File: src/rtl/calc_pkg.sv
// calc_pkg: op codes and sequencer state encoding shared by the calculator blocks
package calc_pkg;
  localparam logic [2:0] OP_ADD_AB = 3'b000;
  localparam logic [2:0] OP_ADD_BA = 3'b100;
  localparam logic [2:0] OP_SUB_AB = 3'b001;
  localparam logic [2:0] OP_SUB_BA = 3'b101;
  localparam logic [2:0] OP_ABS_B  = 3'b010;
  localparam logic [2:0] OP_ABS_A  = 3'b110;
  typedef enum logic [1:0] {ST_IDLE, ST_EXEC, ST_DONE} state_t;
endpackage

File: src/rtl/calc_alu4.sv
// calc_alu4: combinational 4-bit signed add/sub/abs with two's-complement overflow
module calc_alu4 (
  input  logic [2:0] op,
  input  logic [3:0] a,
  input  logic [3:0] b,
  output logic [3:0] res,
  output logic       ovf
);
  logic [3:0] x, y, s, d, m;
  // op[2] swaps operand roles: B+A, B-A and |A| reuse the A-first datapath
  assign x = op[2] ? b : a;
  assign y = op[2] ? a : b;
  assign s = x + y;
  assign d = x - y;
  assign m = y[3] ? 4'd0 - y : y;
  always_comb begin
    res = op[1] ? m : op[0] ? d : s;
    ovf = op[1] ? (y == 4'b1000)
        : op[0] ? (x[3] != y[3] && d[3] != x[3])
        : (x[3] == y[3] && s[3] != x[3]);
  end
endmodule

File: src/rtl/calc_alu_arbiter.sv
// calc_alu_arbiter: round-robin two-requester sequencer for the shared calc_alu4,
// holding the registered result until the winner acknowledges
module calc_alu_arbiter
  import calc_pkg::*;
#(
  parameter int OVF_CNT_W = 8
) (
  input  logic                 clk,
  input  logic                 rst,
  input  logic [1:0]           req,
  input  logic [2:0]           op0,
  input  logic [2:0]           op1,
  input  logic [3:0]           a0,
  input  logic [3:0]           a1,
  input  logic [3:0]           b0,
  input  logic [3:0]           b1,
  input  logic [1:0]           ack,
  output logic [1:0]           gnt,
  output logic [1:0]           done,
  output logic [3:0]           res,
  output logic                 ovf,
  output logic                 busy,
  output logic [OVF_CNT_W-1:0] ovf_cnt
);
  state_t     state;
  logic       rr, win, sel, alu_ovf;
  logic [2:0] op_r;
  logic [3:0] a_r, b_r, alu_res;
  assign sel = &req ? rr : req[1];
  calc_alu4 u_alu (.op(op_r), .a(a_r), .b(b_r), .res(alu_res), .ovf(alu_ovf));
  always_ff @(posedge clk or posedge rst) begin
    if (rst) begin
      state   <= ST_IDLE;
      rr      <= 1'b0;
      win     <= 1'b0;
      op_r    <= '0;
      a_r     <= '0;
      b_r     <= '0;
      gnt     <= '0;
      done    <= '0;
      res     <= '0;
      ovf     <= 1'b0;
      busy    <= 1'b0;
      ovf_cnt <= '0;
    end else begin
      gnt <= '0;
      case (state)
        ST_IDLE: if (|req) begin
          win   <= sel;
          op_r  <= sel ? op1 : op0;
          a_r   <= sel ? a1 : a0;
          b_r   <= sel ? b1 : b0;
          gnt   <= 2'b01 << sel;
          busy  <= 1'b1;
          state <= ST_EXEC;
        end
        ST_EXEC: begin
          res   <= alu_res;
          ovf   <= alu_ovf;
          done  <= 2'b01 << win;
          if (alu_ovf && !(&ovf_cnt)) ovf_cnt <= ovf_cnt + OVF_CNT_W'(1);
          state <= ST_DONE;
        end
        ST_DONE: if (ack[win]) begin
          done  <= '0;
          rr    <= ~win;
          busy  <= 1'b0;
          state <= ST_IDLE;
        end
        default: state <= ST_IDLE;
      endcase
    end
  end
endmodule

File: config.mk
export PLATFORM = sky130hd
export DESIGN_NAME = calc_alu_arbiter
export DESIGN_NICKNAME = d
export VERILOG_FILES = /design/src/rtl/calc_pkg.sv /design/src/rtl/calc_alu4.sv /design/src/rtl/calc_alu_arbiter.sv
export SDC_FILE = /design/constraint.sdc
export NUM_CORES = 1
export LEC_CHECK = 0
export CORE_MARGIN = 10
export CORE_UTILIZATION = 55
export CTS_BUF_LIST = sky130_fd_sc_hd__clkbuf_4
export CTS_CLUSTER_SIZE = 40
export DETAILED_ROUTE_END_ITERATION = 7
export GPL_TIMING_DRIVEN = 0
export PLACE_DENSITY = 0.89
export SETUP_SLACK_MARGIN = 0.15
export SYNTH_ARGS = -nofsm -noshare
export SYNTH_HDL_FRONTEND = slang
export SYNTH_SLANG_ARGS = --single-unit
File: constraint.sdc
create_clock -name clk -period 7.3 [get_ports clk]
set_input_delay 1.825 -clock clk [delete_from_list [all_inputs] [get_ports clk]]
set_output_delay 1.825 -clock clk [all_outputs]
set_load 0.01 [all_outputs]
=== Word level (Yosys, flattened, before mapping) ===
Index checks and enable logic that the tools add are counted.

* Register bits: 33
* Input bits: 28
* Output and inout port bits: 18
* Word-level logic and storage cells: 67

* Add/sub/neg operators: 4
* Magnitude comparators: 1
* Equal/unequal tests: 9
* Shift-type cells: 2
* Mux-type cells: 22
* Bitwise operators: 1
* Reduce and logical (&&, ||, !) cells: 16

{| class="wikitable"
|+ Operators with widths
! cell !! count
|-
| $mux 4 || 7
|-
| $reduce_and 2->1 || 6
|-
| $add 8x1->8 const B || 1
|-
| $mux 2 || 4
|-
| $reduce_and 8->1 || 1
|-
| $mux 1 || 7
|-
| $pmux 2 s3 || 1
|-
| $add 4x4->4 || 1
|-
| $eq 4x4->1 const B || 1
|-
| $ne 2x2->1 const B || 2
|-
| $pmux 2 s2 || 1
|-
| $reduce_bool 2->1 || 2
|-
| $shl 1x1->2 const A || 2
|-
| $sub 1x4->4 const A || 1
|-
| $sub 4x4->4 || 1
|-
| $logic_and 1x1->1 || 3
|-
| $mux 3 || 1
|-
| $ne 1x1->1 || 3
|-
| $reduce_and 3->1 || 1
|-
| $eq 2x1->1 const B || 1
|-
| $eq 2x2->1 const B || 1
|-
| $logic_not 2->1 || 1
|-
| $lt 1x2->1 const B || 1
|-
| $pmux 1 s2 || 1
|-
| other kinds (4) || 4
|}

=== Depth between registers and ports, before layout ===
* Word-level depth: 8
* Gate-level depth with buffers: 11
* Mapped depth without buffers: 9

=== By module ===
Synthesis repeated with hierarchy kept, for this count alone.

* Cells, all modules: 212
* Area, all modules: 2019.4 µm²

{| class="wikitable"
|+ By module, submodules not included
! module !! instances !! cells each !! area each (µm²) !! sequential area each (µm²)
|-
| calc_alu_arbiter || 1 || 145 || 1511.4 || 825.8
|-
| calc_alu4 || 1 || 67 || 508.0 || 0.0
|}

=== Worst setup path before layout ===
Ideal clock, no wire load.

* Kind: register -> register
* From: register op_r[2]
* To: register ovf_cnt[1]
* Setup time: 0.125 ns
* Arrival time: 2.929 ns
* Path slack: 4.246 ns
* Stages on the path, launching flop included: 12
* Buffers on the path: 2
* Period minus slack after synthesis: 3.054 ns
* Cells stage by stage: dfrtp_1 > buf_2 > mux2_2 > inv_1 > ha_1 > nor3b_2 > nor3_1 > mux2_2 > or3_1 > buf_6 > nand3_4 > mux2_4

* Word-level cells in the longest chain between the ends: 8

{| class="wikitable"
|+ Ends and longest elaborated chain
! element !! line !! text
|-
| start: declaration || calc_alu_arbiter.sv:27 || <nowiki>logic [2:0] op_r;</nowiki>
|-
| start signal: assignment || calc_alu_arbiter.sv:50 || <nowiki>op_r <= sel ? op1 : op0;</nowiki>
|-
| $mux 4, on equally long branches || calc_alu4.sv:11, calc_alu4.sv:12 ||
|-
| $add 4x4->4 / $sub 4x4->4 (equally long branches) || calc_alu4.sv:13, calc_alu4.sv:14 ||
|-
| $ne 1x1->1, on equally long branches || calc_alu4.sv:20, calc_alu4.sv:19 ||
|-
| $logic_and 1x1->1, on equally long branches || calc_alu4.sv:20, calc_alu4.sv:19 ||
|-
| $mux 1 || calc_alu4.sv:19 || <nowiki>: op[0] ? (x[3] != y[3] && d[3] != x[3])</nowiki>
|-
| $mux 1 * || calc_alu4.sv:18 || <nowiki>ovf = op[1] ? (y == 4'b1000)</nowiki>
|-
| $logic_and 1x1->1 * || calc_alu_arbiter.sv:61 || <nowiki>if (alu_ovf && !(&ovf_cnt)) ovf_cnt <= ovf_cnt + OVF_CNT_W'(1);</nowiki>
|-
| $reduce_and 2->1 (no line) * || -- ||
|-
| end signal: assignment || calc_alu_arbiter.sv:61 ||
|-
| end: declaration || calc_alu_arbiter.sv:23 || <nowiki>output logic [OVF_CNT_W-1:0] ovf_cnt</nowiki>
|}

Every way passes the cells marked *; elsewhere a longest branch is shown, timed or not.
A chain may end at the register's enable or synchronous reset.

=== Worst setup path in the final report ===
Ends and elaborated chain as after synthesis.

==> results.tsv <==
stage	metric	value	unit
status	status	finished, final reports clean	
synth	Mapped Area	1980	um^2
global_routing	initial antenna violation count	0	
setup_path	Critical Path End Type	flop	
floorplanning	Placement Rows	21	
setup_path	CP Data Required Time	7530	ps
global_routing	maximum number of pins on one net before global-route repair	34	
synth	Net Count, Synth	245	
clock_network	clock sinks	33	
clock_network	worst-case clock buffer depth	2	
floorplanning	area enclosed by the die boundary	6400	um^2
routing	antenna viol nets, final	0	
synth	synthesized area per cell	9.51	um^2
placement	Routability Congestion	0.870	
placement	hpwl dp	3.40	mm
synth	share of flip-flops with an asynchronous set or reset after synthesis	100	%
routing	total number of vias	1664	
cells_and_area	Cell Count, Final, Fillers Out	308	
clock_network	source-to-sink clock delay at the later pin of the worst-skew pair	340	ps
setup_path	Critical Path Start Type	flop	
global_routing	number of global-route vias before repair	1734	
placement	number of instances in the placed design	299	
routing	final routed DRC violation total	0	
setup_path	worst setup path category	reg -> reg	
clock_network	postcts setup bufs	0	
floorplanning	horizontal extent of the die	80.0	um
synth	number of distinct library cells after synthesis	44	
sta	clock period minus final worst setup slack	3410	ps
clock_network	CTS tree	yes	
floorplanning	Die Height	80.0	um
sta	clock skew after layout	8.86	ps
floorplanning	starting density of the core	57.9	%
min_path	Hold Crit Class	reg -> reg	
sta	number of failing setup endpoints in the final timing report	0	
job	max capacitance violation total	0	
placement	input/output buffers	45	
pwr	power density normalized to cell area	445	nW/um^2
setup_path	buffering stage count on the worst path with inverters included	3	
cells_and_area	Antenna Cells	0	
clock_network	post-CTS clock slew at the launch and capture registers of the worst setup and hold paths	100	ps
clock_network	number of hold buffers added after cts	0	
clock_network	clk root buf	clkbuf_4	
setup_path	Max FO, Critical Path	10	
routing	wire length per cell after detailed routing	14.2	um
global_routing	remaining global-route overflow	0	
global_routing	overall fraction of global-route tracks in use	14.8	%
floorplanning	I/O pin total	46	
routing	drt total wl	4.39	mm
setup_path	Crit-path slowest cell	dfrtp_1	
synth	sequential-to-total area share from yosys stat	41.7	%
setup_path	FF-to-FF path depth	11	
synth	register bit total from synthesis	33	
routing	drt via density	5.40	
sta	final total negative setup slack	0	ps
setup_path	family of cells with the greatest summed delay on the critical path	multiplexers	
sta	slew of the pin with the lowest slew margin	993	ps
cells_and_area	fraction of final layout cells with drive strength greater than 1	8.40	%
pwr	IR drop worst, VDD	0.219	mV
sta	Max Clock Freq	0.294	GHz
routing	Iteration-0 DRC Markers	52	
synth	post-synthesis cell count	208	
setup_path	maximum cell stage delay along the critical path	470	ps
floorplanning	core area	3420	um^2
clock_network	number of gates given a new drive strength after cts	0	
sta	slew margin rel.	33.3	%
pwr	Lkg Pwr	1.16	nW
cells_and_area	Area growth, synth to finish	31.1	%
setup_path	total stage count of the critical path	11	
setup_path	most frequent CP cell	mux2_2	
synth	synth warn	0	
routing	count of TritonRoute iterations in the first routing pass	5	
sta	pins over their slew limit	0	
synth	EDFF count, synth	0	
sta	period utilisation layout	46.7	%
setup_path	sequence of cells on the critical path	buf_2 -> mux2_2 -> inv_1 -> ha_1 -> nor3b_2 -> nor3_1 -> mux2_2 -> or3_1 -> buf_6 -> nand3_4 -> mux2_4	
sta	Final Hold Violating Endpoints	0	
clock_network	number of buffers created by CTS	5	
synth	Post-synth top flop	dfrtp_1	
cells_and_area	number of nets in the layout	298	
global_routing	wire length of the first global-routing pass	7.67	mm
sta	setup repair after global routing missed its margin	false	
setup_path	data arrival time of the worst path	3640	ps
min_path	instance count along the most critical hold path	2	
clock_network	H-tree lvl count	2	
[layer usage]
layer / vias up / part of all wire [%] / wire [um] / GRT usage, %
met3: 10 / 8.7 / 382 / 5.41
li1: 833 / - / - / -
met5: - / 0 / 0 / 0
met1: 765 / 41 / 1790 / 16.2
met4: 0 / 2.0 / 87 / 7.57
met2: 56 / 49 / 2130 / 24.6
[sequential cells by signal, indices dropped and copies added, names as in the netlist]
name	flops
a_r	4
b_r	4
busy	1
done	2
gnt	2
op_r	3
ovf	1
ovf_cnt	8
res	4
rr	1
state	2
win	1
[worst min-delay path, stage by stage, from the launching register on]
cell and delay [ps]:
dfrtp_1 350, nand2_1 40, o21ai_0 60
[metrics by stage]
step | hold slack [ps] | utilization (%) | worst slack [ps] | total power, mW | cell area [um^2]
6_report | 482 | 75.9 | 3890 | 1.15 | 2590
5_1_grt | 505 | 75.9 | 3720 | 1.26 | 2590
3_5_place_dp | 472 | 72.8 | 3580 | 1.02 | 2490
4_1_cts | 493 | 75.1 | 3900 | 1.16 | 2560
2_1_floorplan | 455 | - | 4250 | 0.811 | 1980
3_3_place_gp | 461 | 72.8 | 3680 | 0.982 | 2490
[cell type report]
class	count	area, um^2
plain buffers	9	46.3
inverters	15	56.3
repair buffers	46	478
fillers	262	823
well taps	46	57.6
flip-flops and latches	33	826
clock buffers	6	45.0
multi-input cells	151	1050
clock inverters	2	33.8
[worst paths after layout]
| check | endpoint | startpoint | slack, ps |
|---|---|---|---|
| worst max register to register | ovf_cnt[1] | op_r[2] | 3890 |
| worst max-delay path | ovf_cnt[1] | op_r[2] | 3890 |
| max in group asynchronous | b_r[1] | rst | 5180 |
| worst min-delay path | res[0] | res[0] | 480 |
| worst min register to register | res[0] | res[0] | 480 |
| min in group asynchronous | res[0] | rst | 1720 |
[cell usage in the layout (no fill, tap or decap), drive strengths merged, types with 2 or more instances in the layout]
master	Yosys	routed
a21oi	7	7
o21ai	17	17
nand2	30	30
clkdlybuf4s50	0	45
nor2	8	8
clkinv	0	2
nand3	5	5
o211ai	2	2
clkbuf	4	10
fa	2	2
nand4	4	4
nand4b	2	2
and3	3	3
dfrtp	33	33
ha	7	7
xnor2	8	8
nor4bb	2	2
mux2	6	6
a31oi	2	2
mux2i	11	11
nor2b	8	8
inv	15	14
buf	5	6
xor2	2	2
a22oi	7	7
nor3	3	3
[synthesized netlist by cell type, types with 4 or more instances]
library cell | count | area, um^2
dfrtp_1 | 33 | 826
nand2_1 | 30 | 113
inv_1 | 15 | 56.3
o21ai_0 | 13 | 65.1
mux2i_1 | 11 | 110
nor2_1 | 8 | 30.0
nor2b_1 | 8 | 50.1
xnor2_1 | 8 | 70.1
a22oi_1 | 7 | 52.6
ha_1 | 7 | 87.6
a21oi_1 | 6 | 30.0
mux2_2 | 5 | 56.3
buf_2 | 4 | 20.0
clkbuf_1 | 4 | 15.0
nand3_1 | 4 | 20.0
nand4_1 | 4 | 25.0
o21ai_1 | 4 | 20.0
[cells by family (layout without fill, tap and decap cells)]
logic type | after synthesis | count (layout) | share of synthesized area, %
muxes | 17 | 17 | 9.17
AOI/OAI and AO/OA | 44 | 44 | 14.1
DFF | 33 | 33 | 41.7
and+or+nand+nor | 71 | 71 | 18.9
buffers and inverters | 24 | 78 | 5.19
adders and majority gates | 9 | 9 | 6.45
xor gates and xnor gates | 10 | 10 | 4.43
[where the power goes]
group / total [mW] / internal [mW] / switching, mW
combinational: 0.688 / 0.331 / 0.358
clock: 0.134 / 0.0750 / 0.0594
sequential: 0.331 / 0.261 / 0.0703
Power figures use the tool's default switching activity.
